<file path="config.mk">
export PLATFORM = sky130hd
export DESIGN_NAME = pellet_spawn_ctrl
export DESIGN_NICKNAME = d
export VERILOG_FILES = /design/src/rtl/pellet_spawn_ctrl.sv
export SDC_FILE = /design/constraint.sdc
export NUM_CORES = 1
export LEC_CHECK = 0
export ABC_AREA = 1
export BUFFER_PORTS_ARGS = -buffer_cell sky130_fd_sc_hd__buf_2
export CAP_MARGIN = 30
export CELL_PAD_IN_SITES_DETAIL_PLACEMENT = 0
export CELL_PAD_IN_SITES_GLOBAL_PLACEMENT = 1
export CORE_MARGIN = 10
export CORE_UTILIZATION = 34
export CTS_CLUSTER_DIAMETER = 40
export CTS_CLUSTER_SIZE = 8
export DETAILED_ROUTE_END_ITERATION = 6
export PLACE_DENSITY = 0.79
export REMOVE_ABC_BUFFERS = 1
export SLEW_MARGIN = 10
export SYNTH_ARGS = -nofsm -noshare
export SYNTH_HDL_FRONTEND = slang
export SYNTH_SLANG_ARGS = --single-unit
</file>
<file path="constraint.sdc">
create_clock -name clock -period 1.6 [get_ports clock]
set_input_delay 0.16 -clock clock [delete_from_list [all_inputs] [get_ports clock]]
set_output_delay 0.16 -clock clock [all_outputs]
set_load 0.03 [all_outputs]
</file>
<file path="src/rtl/pellet_spawn_ctrl.sv">
// pellet_spawn_ctrl
// Control side of the pellet spawner. Draws pseudo-random candidate
// coordinates from a free-running LFSR, asks the coordinate datapath to
// validate in-range candidates, and once a legal cell is committed paints
// the 5x5 pellet through the VGA plot port. When Pac-Man's top-left corner
// lands on the pellet's top-left corner the pellet is erased and a fresh
// spawn starts without any external request.

module pellet_spawn_ctrl #(
  parameter logic [15:0] SEED          = 16'hACE1,
  parameter int unsigned X_MAX         = 155,
  parameter int unsigned Y_MAX         = 115,
  parameter int unsigned MAX_TRIES     = 64,
  parameter logic [2:0]  PELLET_COLOUR = 3'b110
) (
  input  logic       clock,
  input  logic       reset_n,
  input  logic       spawn_req,
  input  logic [7:0] pacman_x,
  input  logic [6:0] pacman_y,
  output logic       new_coord,
  output logic [7:0] rand_x,
  output logic [6:0] rand_y,
  input  logic       valid_coord,
  input  logic [7:0] x_in,
  input  logic [6:0] y_in,
  output logic       plot,
  output logic [7:0] vga_x,
  output logic [6:0] vga_y,
  output logic [2:0] colour,
  output logic       pellet_live,
  output logic [7:0] pellet_x,
  output logic [6:0] pellet_y,
  output logic       eaten,
  output logic       spawn_fail,
  output logic       busy
);

  localparam int unsigned     TW        = $clog2(MAX_TRIES + 1);
  localparam logic [TW-1:0]   TRY_LIMIT = TW'(MAX_TRIES);
  localparam logic [7:0]      X_LIM     = 8'(X_MAX);
  localparam logic [6:0]      Y_LIM     = 7'(Y_MAX);
  localparam logic [2:0]      SWEEP_END = 3'd4;

  typedef enum logic [2:0] {
    S_IDLE,
    S_GEN,
    S_REQ,
    S_CHECK,
    S_DRAW,
    S_LIVE,
    S_ERASE
  } state_t;

  state_t          state_q, state_d;

  logic [15:0]     lfsr_q, lfsr_d;
  logic [TW-1:0]   tries_q, tries_d;
  logic [7:0]      rand_x_q, rand_x_d;
  logic [6:0]      rand_y_q, rand_y_d;
  logic [7:0]      pellet_x_q, pellet_x_d;
  logic [6:0]      pellet_y_q, pellet_y_d;
  logic [2:0]      col_q, col_d;
  logic [2:0]      row_q, row_d;
  logic            live_q, live_d;
  logic            eaten_q, eaten_d;
  logic            fail_q, fail_d;

  logic            lfsr_fb;
  logic [7:0]      cand_x;
  logic [6:0]      cand_y;
  logic            cand_ok;
  logic [TW-1:0]   tries_inc;
  logic            gen_give_up;
  logic            chk_give_up;
  logic            sweep_last;
  logic [2:0]      col_nx;
  logic [2:0]      row_nx;
  logic            pac_hit;

  // Shared decode terms used by the FSM and the datapath registers
  always_comb begin
    lfsr_fb     = lfsr_q[15] ^ lfsr_q[13] ^ lfsr_q[12] ^ lfsr_q[10];
    cand_x      = lfsr_q[7:0];
    cand_y      = lfsr_q[14:8];
    cand_ok     = (cand_x <= X_LIM) && (cand_y <= Y_LIM);
    tries_inc   = tries_q + TW'(1);
    // GEN judges the try limit on the count including the candidate being
    // drawn this cycle; CHECK sees the count already bumped by its GEN.
    gen_give_up = !cand_ok && (tries_inc == TRY_LIMIT);
    chk_give_up = !valid_coord && (tries_q == TRY_LIMIT);
    sweep_last  = (col_q == SWEEP_END) && (row_q == SWEEP_END);
    pac_hit     = (pacman_x == pellet_x_q) && (pacman_y == pellet_y_q);
    col_nx      = col_q + 3'd1;
    row_nx      = row_q;
    if (sweep_last) begin
      col_nx = '0;
      row_nx = '0;
    end else if (col_q == SWEEP_END) begin
      col_nx = '0;
      row_nx = row_q + 3'd1;
    end
  end

  // State register
  always_ff @(posedge clock) begin
    if (!reset_n) begin
      state_q <= S_IDLE;
    end else begin
      state_q <= state_d;
    end
  end

  // Next-state logic
  always_comb begin
    state_d = state_q;
    case (state_q)
      S_IDLE: begin
        if (spawn_req) begin
          state_d = S_GEN;
        end
      end
      S_GEN: begin
        if (cand_ok) begin
          state_d = S_REQ;
        end else if (gen_give_up) begin
          state_d = S_IDLE;
        end
      end
      S_REQ: begin
        state_d = S_CHECK;
      end
      S_CHECK: begin
        if (valid_coord) begin
          state_d = S_DRAW;
        end else if (chk_give_up) begin
          state_d = S_IDLE;
        end else begin
          state_d = S_GEN;
        end
      end
      S_DRAW: begin
        if (sweep_last) begin
          state_d = S_LIVE;
        end
      end
      S_LIVE: begin
        if (pac_hit) begin
          state_d = S_ERASE;
        end
      end
      S_ERASE: begin
        if (sweep_last) begin
          state_d = S_GEN;
        end
      end
      default: begin
        state_d = S_IDLE;
      end
    endcase
  end

  // Moore outputs decoded from the current state and pixel counters
  always_comb begin
    new_coord = 1'b0;
    plot      = 1'b0;
    vga_x     = '0;
    vga_y     = '0;
    colour    = '0;
    busy      = (state_q != S_IDLE) && (state_q != S_LIVE);
    case (state_q)
      S_REQ: begin
        new_coord = 1'b1;
      end
      S_DRAW: begin
        plot   = 1'b1;
        vga_x  = pellet_x_q + {5'd0, col_q};
        vga_y  = pellet_y_q + {4'd0, row_q};
        colour = PELLET_COLOUR;
      end
      S_ERASE: begin
        plot   = 1'b1;
        vga_x  = pellet_x_q + {5'd0, col_q};
        vga_y  = pellet_y_q + {4'd0, row_q};
        colour = '0;
      end
      default: begin
      end
    endcase
  end

  // Next values for the LFSR, try counter, coordinates, sweep and flags
  always_comb begin
    lfsr_d     = {lfsr_q[14:0], lfsr_fb};
    tries_d    = tries_q;
    rand_x_d   = rand_x_q;
    rand_y_d   = rand_y_q;
    pellet_x_d = pellet_x_q;
    pellet_y_d = pellet_y_q;
    col_d      = col_q;
    row_d      = row_q;
    live_d     = live_q;
    eaten_d    = 1'b0;
    fail_d     = fail_q;
    case (state_q)
      S_IDLE: begin
        if (spawn_req) begin
          tries_d = '0;
          fail_d  = 1'b0;
        end
      end
      S_GEN: begin
        rand_x_d = cand_x;
        rand_y_d = cand_y;
        tries_d  = tries_inc;
        if (gen_give_up) begin
          fail_d = 1'b1;
          live_d = 1'b0;
        end
      end
      S_CHECK: begin
        if (valid_coord) begin
          pellet_x_d = x_in;
          pellet_y_d = y_in;
          col_d      = '0;
          row_d      = '0;
        end else if (chk_give_up) begin
          fail_d = 1'b1;
          live_d = 1'b0;
        end
      end
      S_DRAW: begin
        col_d = col_nx;
        row_d = row_nx;
        if (sweep_last) begin
          live_d = 1'b1;
        end
      end
      S_LIVE: begin
        if (pac_hit) begin
          eaten_d = 1'b1;
          live_d  = 1'b0;
          col_d   = '0;
          row_d   = '0;
        end
      end
      S_ERASE: begin
        col_d = col_nx;
        row_d = row_nx;
        if (sweep_last) begin
          tries_d = '0;
        end
      end
      default: begin
      end
    endcase
  end

  // Datapath registers with synchronous active-low reset
  always_ff @(posedge clock) begin
    if (!reset_n) begin
      lfsr_q     <= SEED;
      tries_q    <= '0;
      rand_x_q   <= '1;
      rand_y_q   <= '1;
      pellet_x_q <= '1;
      pellet_y_q <= '1;
      col_q      <= '0;
      row_q      <= '0;
      live_q     <= 1'b0;
      eaten_q    <= 1'b0;
      fail_q     <= 1'b0;
    end else begin
      lfsr_q     <= lfsr_d;
      tries_q    <= tries_d;
      rand_x_q   <= rand_x_d;
      rand_y_q   <= rand_y_d;
      pellet_x_q <= pellet_x_d;
      pellet_y_q <= pellet_y_d;
      col_q      <= col_d;
      row_q      <= row_d;
      live_q     <= live_d;
      eaten_q    <= eaten_d;
      fail_q     <= fail_d;
    end
  end

  assign rand_x      = rand_x_q;
  assign rand_y      = rand_y_q;
  assign pellet_x    = pellet_x_q;
  assign pellet_y    = pellet_y_q;
  assign pellet_live = live_q;
  assign eaten       = eaten_q;
  assign spawn_fail  = fail_q;

endmodule
</file>
# Word-level counts from Yosys, hierarchy flattened

Cells that the tools add are included.
Widths: inputs -> output; s select.

$lt $le $gt $ge: 2
Bitwise operators: 3
Mux-type cells: 37
Reduce and logical (&&, ||, !) cells: 23
Add/subtract/negate cells: 5
Eq/ne operators: 23

Operator list:

| operator            | number |
|---|---|
| $mux 3              | 14 |
| $mux 7              | 3 |
| $pmux 3 s7          | 1 |
| $pmux 7 s3          | 1 |
| $pmux 3 s3          | 2 |
| $ne 2x2->1 const B  | 8 |
| $eq 3x3->1 const B  | 5 |
| $eq 7x7->1 const B  | 2 |
| $mux 1              | 13 |
| $reduce_bool 3->1   | 4 |
| $reduce_and 5->1    | 2 |
| $add 8x3->8         | 1 |
| $eq 8x8->1          | 1 |
| $le 8x8->1 const B  | 1 |
| $mux 8              | 1 |
| $add 7x1->7 const B | 1 |
| $add 7x3->7         | 1 |
| $eq 7x7->1          | 1 |
| $le 7x7->1 const B  | 1 |
| $add 3x1->3 const B | 2 |
| $eq 3x2->1 const B  | 2 |
| $logic_and 1x1->1   | 6 |
| $ne 3x3->1 const B  | 2 |
| $reduce_and 3->1    | 2 |
| other kinds (12)    | 16 |

Logic and storage cells: 105
Output and inout port bits: 54
Input bits: 34
Register bits: 65

# Longest topological paths before layout

Word-level depth: 7
Depth in mapped cells: 13
Depth with buffers taken out: 13

# Worst setup path after synthesis

Ideal clock, no wire load.

Kind: register -> output
Start point: register pellet_y_q[0], in the netlist pellet_y[0]
End point: output vga_y[6]
Data arrival time: 2.157 ns
Path buffers: 0
Setup slack: -0.717 ns
Cell stages (with the launch flop): 10
Cell sequence: dfxtp_1 ha_1 fa_1 nand2_1 inv_1 o21ai_0 nor2_1 inv_1 nor3_1 nor3_1

Cells in the longest elaborated chain, start to end: 2

Ends and longest elaborated chain:

| item                   | RTL line | RTL |
|---|---|---|
| from (decl)            | 62       | `logic [6:0] pellet_y_q, pellet_y_d;` |
| from (signal assigned) | 279      | `pellet_y_q <= pellet_y_d;` |
| $add 7x3->7            | 178, 184 |  |
| $mux 7                 | -        |  |
| to (decl)              | 29       | `output logic [6:0] vga_y,` |

Every way passes these cells.

# Final worst setup path

Ends and elaborated chain as after synthesis.

==> results.txt <==
Startpoint types: flop
Worst EP required: 1.44 ns
Detail Placement HPWL: 7520 µm
DP Worst Slack: -0.286 ns
Switching share of power: 43.7%
Clk_lat worst skew: 0.35 ns
Simple-gate portion of the synthesized area: 31.6%
Slew Limit Headroom: 63.5%
Hold EP: pellet_y[0]$_SDFFE_PN1P_
Final setup violation count: 23
Placement Cell Area: 4370 µm²
Leakage power total: 2.57 nW
CTS clk-pin slew, worst paths: 0.08 ns
Max clock buf depth: 2
RSZ-0062 raised after global routing: true
VDD IR max: 0.000833 V
Die ar.: 14,700 µm²
Int Pwr: 4.00 mW
Wirelength per Cell: 13.2 µm
Hold path start: y_in[0]
CP Cell Sequence: ha_4 > fa_2 > nand2_2 > inv_2 > o21ai_4 > nor2_2 > inv_1 > nor3_1 > nor3_1 > buf_4
Most frequent cells in the layout: nand2_1, buf_2, buf_4, inv_1, dfxtp_1
Core area: 9860 µm²
Pwr dens: 1350 nW/µm²
Hold Path Class: in2reg
Slowest stage cell, crit path: dfxtp_2
CTS tree: built
Max Cap Viol: 0
Layout cells sized above 1: 44.6%
Least-Margin Pin Slew: 0.547 ns
Failing checks: negative setup slack
Antenna diodes: 0
Die Wd: 121 µm
IO Count: 88
DRC violations left: 0
Vias per inst: 4.62
Port-buffer cells: 86
Number of synthesized flops with an enable pin: 0
Adder-Cell Fraction of Synth Area: 5.81%
Cell mode on critical path: nor3_1
CP endpoint kind: output port
Placed cells: 757
Async S/R FF share, synth: 0%
R2R setup slack: -0.18 ns
Fin crit period: 2.11 ns
CTS Root Buffer Type: clkbuf_8
CTS Sinks: 65
Syn Inst Count: 506
Crit-path max cell delay: 0.35 ns
CP Class: reg2out
FILL cells: 934
Initial DRC Count: 108
Critical path fanouts, max: 2
Switch Pwr: 3.10 mW
Flop pwr share: 30.9%
Vias: 3,637
Reg2reg path depth: 14
GRT Resource Usage Total: 13.8%
H-Tree Level Count: 3
Pin count of the biggest net entering global routing: 49
Tot Pwr: 7.10 mW
Clock network power share: 21.0%
Status: finished, violations left
Die span in y: 121 µm
Crit Reg-Reg Endpoint: state_q[1]$_SDFFE_PN0P_
Post-Syn Area: 3490 µm²
Combinational share of power: 48.1%
Final cell count without fillers: 788
Worst Path Arrival: 1.95 ns
Initial core utilization: 35.4%
Worst Hold Path Cells: 3
R2R Path Start: pellet_x[0]$_SDFFE_PN1P_
Final period utilization: 132%
Achievable Freq: 0.475 GHz
Slew Limit Fails: 0
Register area share after synthesis: 37.3%
Prevailing post-synth register cell: dfxtp_1
Most common cell after layout, fill and taps aside: nand2_1
GP Congestion: 0.820
Final worst slack: -0.506 ns
Synth Register Bits: 65
Cell Rows: 36
Total routed wirelength: 10,400 µm
Post-Layout Inst Area: 5270 µm²
Xor/xnor share of the synthesized area: 1.26%
ANT nets after route: 0
Synth Area in Compound Gates: 12.5%
Final hold violation count: 0
Vias in the first global route: 3,570
Worst Clk Skew: 0.0135 ns
YS warnings: 0
Antenna violations before repair: 0
Total gr overflow: 0
Largest family of logic cells by synthesized area: simple AND/OR/NAND/NOR gates
CTS Buf Count: 9
Yosys cell types: 37
Mux cell area share after synthesis: 0%
Fin nets: 699
Layout Utilization: 53.4%
Area delta synth->final: 51.2%
Mean Syn Cell Area: 6.89 µm²
1st-pass router iterations: 4
First-pass GRT wire length: 16,800 µm
cell usage after synthesis, types with 3 or more instances:
cell / n / share of area, %
nand4_1: 4 / 0.72
a31oi_1: 5 / 0.90
buf_4: 3 / 0.65
nor2_4: 3 / 0.97
nand2_1: 148 / 16
a21oi_1: 25 / 3.6
nor2_1: 38 / 4.1
dfxtp_1: 65 / 37
xor2_1: 3 / 0.75
nand3_1: 29 / 4.2
inv_1: 65 / 7.0
buf_2: 6 / 0.86
inv_2: 14 / 1.5
or2_2: 4 / 0.72
o211ai_1: 19 / 4.1
nand2_2: 5 / 0.90
ha_1: 13 / 4.7
o21ai_0: 10 / 1.4
o21ai_1: 5 / 0.72
nor3_1: 11 / 1.6
clkbuf_1: 5 / 0.54
nor2_2: 6 / 1.1
power groups by stage:
stage | Sequential [mW] | Combinational [mW] | Clock [mW]
final | 2.20 | 3.41 | 1.49
after global placement | 2.18 | 2.91 | 0
after global routing | 2.24 | 3.77 | 1.60
after CTS | 2.18 | 3.16 | 1.53
after detailed placement | 2.19 | 2.93 | 0
after floorplan | 2.62 | 1.46 | 0
metrics by stage:
| step | hold slack [ns] | setup TNS, ns |
|---|---|---|
| floorplan | 0.229 | -8.37 |
| global placement | 0.376 | -1.43 |
| detailed placement | 0.389 | -1.60 |
| CTS | 0.0138 | -4.81 |
| global route | 0.0298 | -8.35 |
| finish | 0.0278 | -5.54 |
worst max-delay path, delay by kind of cell, from the launching register on:
family                   cells  cell delay [ns]
buffers and inverters        3             0.30
AO/OA/AOI/OAI                1             0.15
adder cells (fa/ha/maj)      2             0.50
AND/OR/NAND/NOR              4             0.29
flip-flops                   1             0.35
routing by layer:
layer	part of all wire, %	up-vias	global-route usage (%)
met4	1.0	0	4.77
met5	0	-	0
li1	-	1886	-
met3	4.0	8	3.21
met1	43	1677	16.6
met2	52	66	23.6
area by class of cell:
cell class	instances	area, µm²	area share (%)
clock buffer	9	124	2.35
multi-input combinational	344	2170	41.3
clock inverter	7	86.3	1.64
sequential	65	1330	25.3
timing repair buffer	151	1080	20.5
tap	133	166	3.16
inverter	79	304	5.77
repair_timing:
action,4_1_cts,5_1_grt
setup buffers,7,11
hold endpoints to repair,0,0
hold buffers,0,0
setup endpoints to repair,33,37
pin swaps,21,37
gates resized for setup,86,83
worst max path at each step:
| stage | endpoint | depth (start not counted) | start |
|---|---|---|---|
| 2_1_floorplan | vga_y[6] | 9 | pellet_y[0]$_SDFFE_PN1P_ |
| 3_3_place_gp | vga_y[6] | 10 | pellet_y[0]$_SDFFE_PN1P_ |
| 3_5_place_dp | vga_y[6] | 10 | pellet_y[0]$_SDFFE_PN1P_ |
| 4_1_cts | vga_y[6] | 10 | row_q[0]$_SDFFE_PN0P_ |
| 5_1_grt | vga_y[4] | 10 | pellet_y[0]$_SDFFE_PN1P_ |
| 6_report | vga_y[6] | 10 | pellet_y[0]$_SDFFE_PN1P_ |
logic make-up after synthesis:
| logic type | Yosys count |
|---|---|
| compound gates | 69 |
| xor+xnor | 5 |
| fa+ha+maj | 15 |
| buf+inv | 97 |
| flops | 65 |
| other cells | 1 |
| simple gates | 254 |
registers in the layout, summed over array words and instances, names as in the netlist:
| name | flops |
|---|---|
| col_q | 3 |
| eaten | 1 |
| lfsr_q | 16 |
| pellet_live | 1 |
| pellet_x | 8 |
| pellet_y | 7 |
| rand_x | 8 |
| rand_y | 7 |
| row_q | 3 |
| spawn_fail | 1 |
| state_q | 3 |
| tries_q | 7 |
Note: power is estimated with default switching activity, not from simulation.
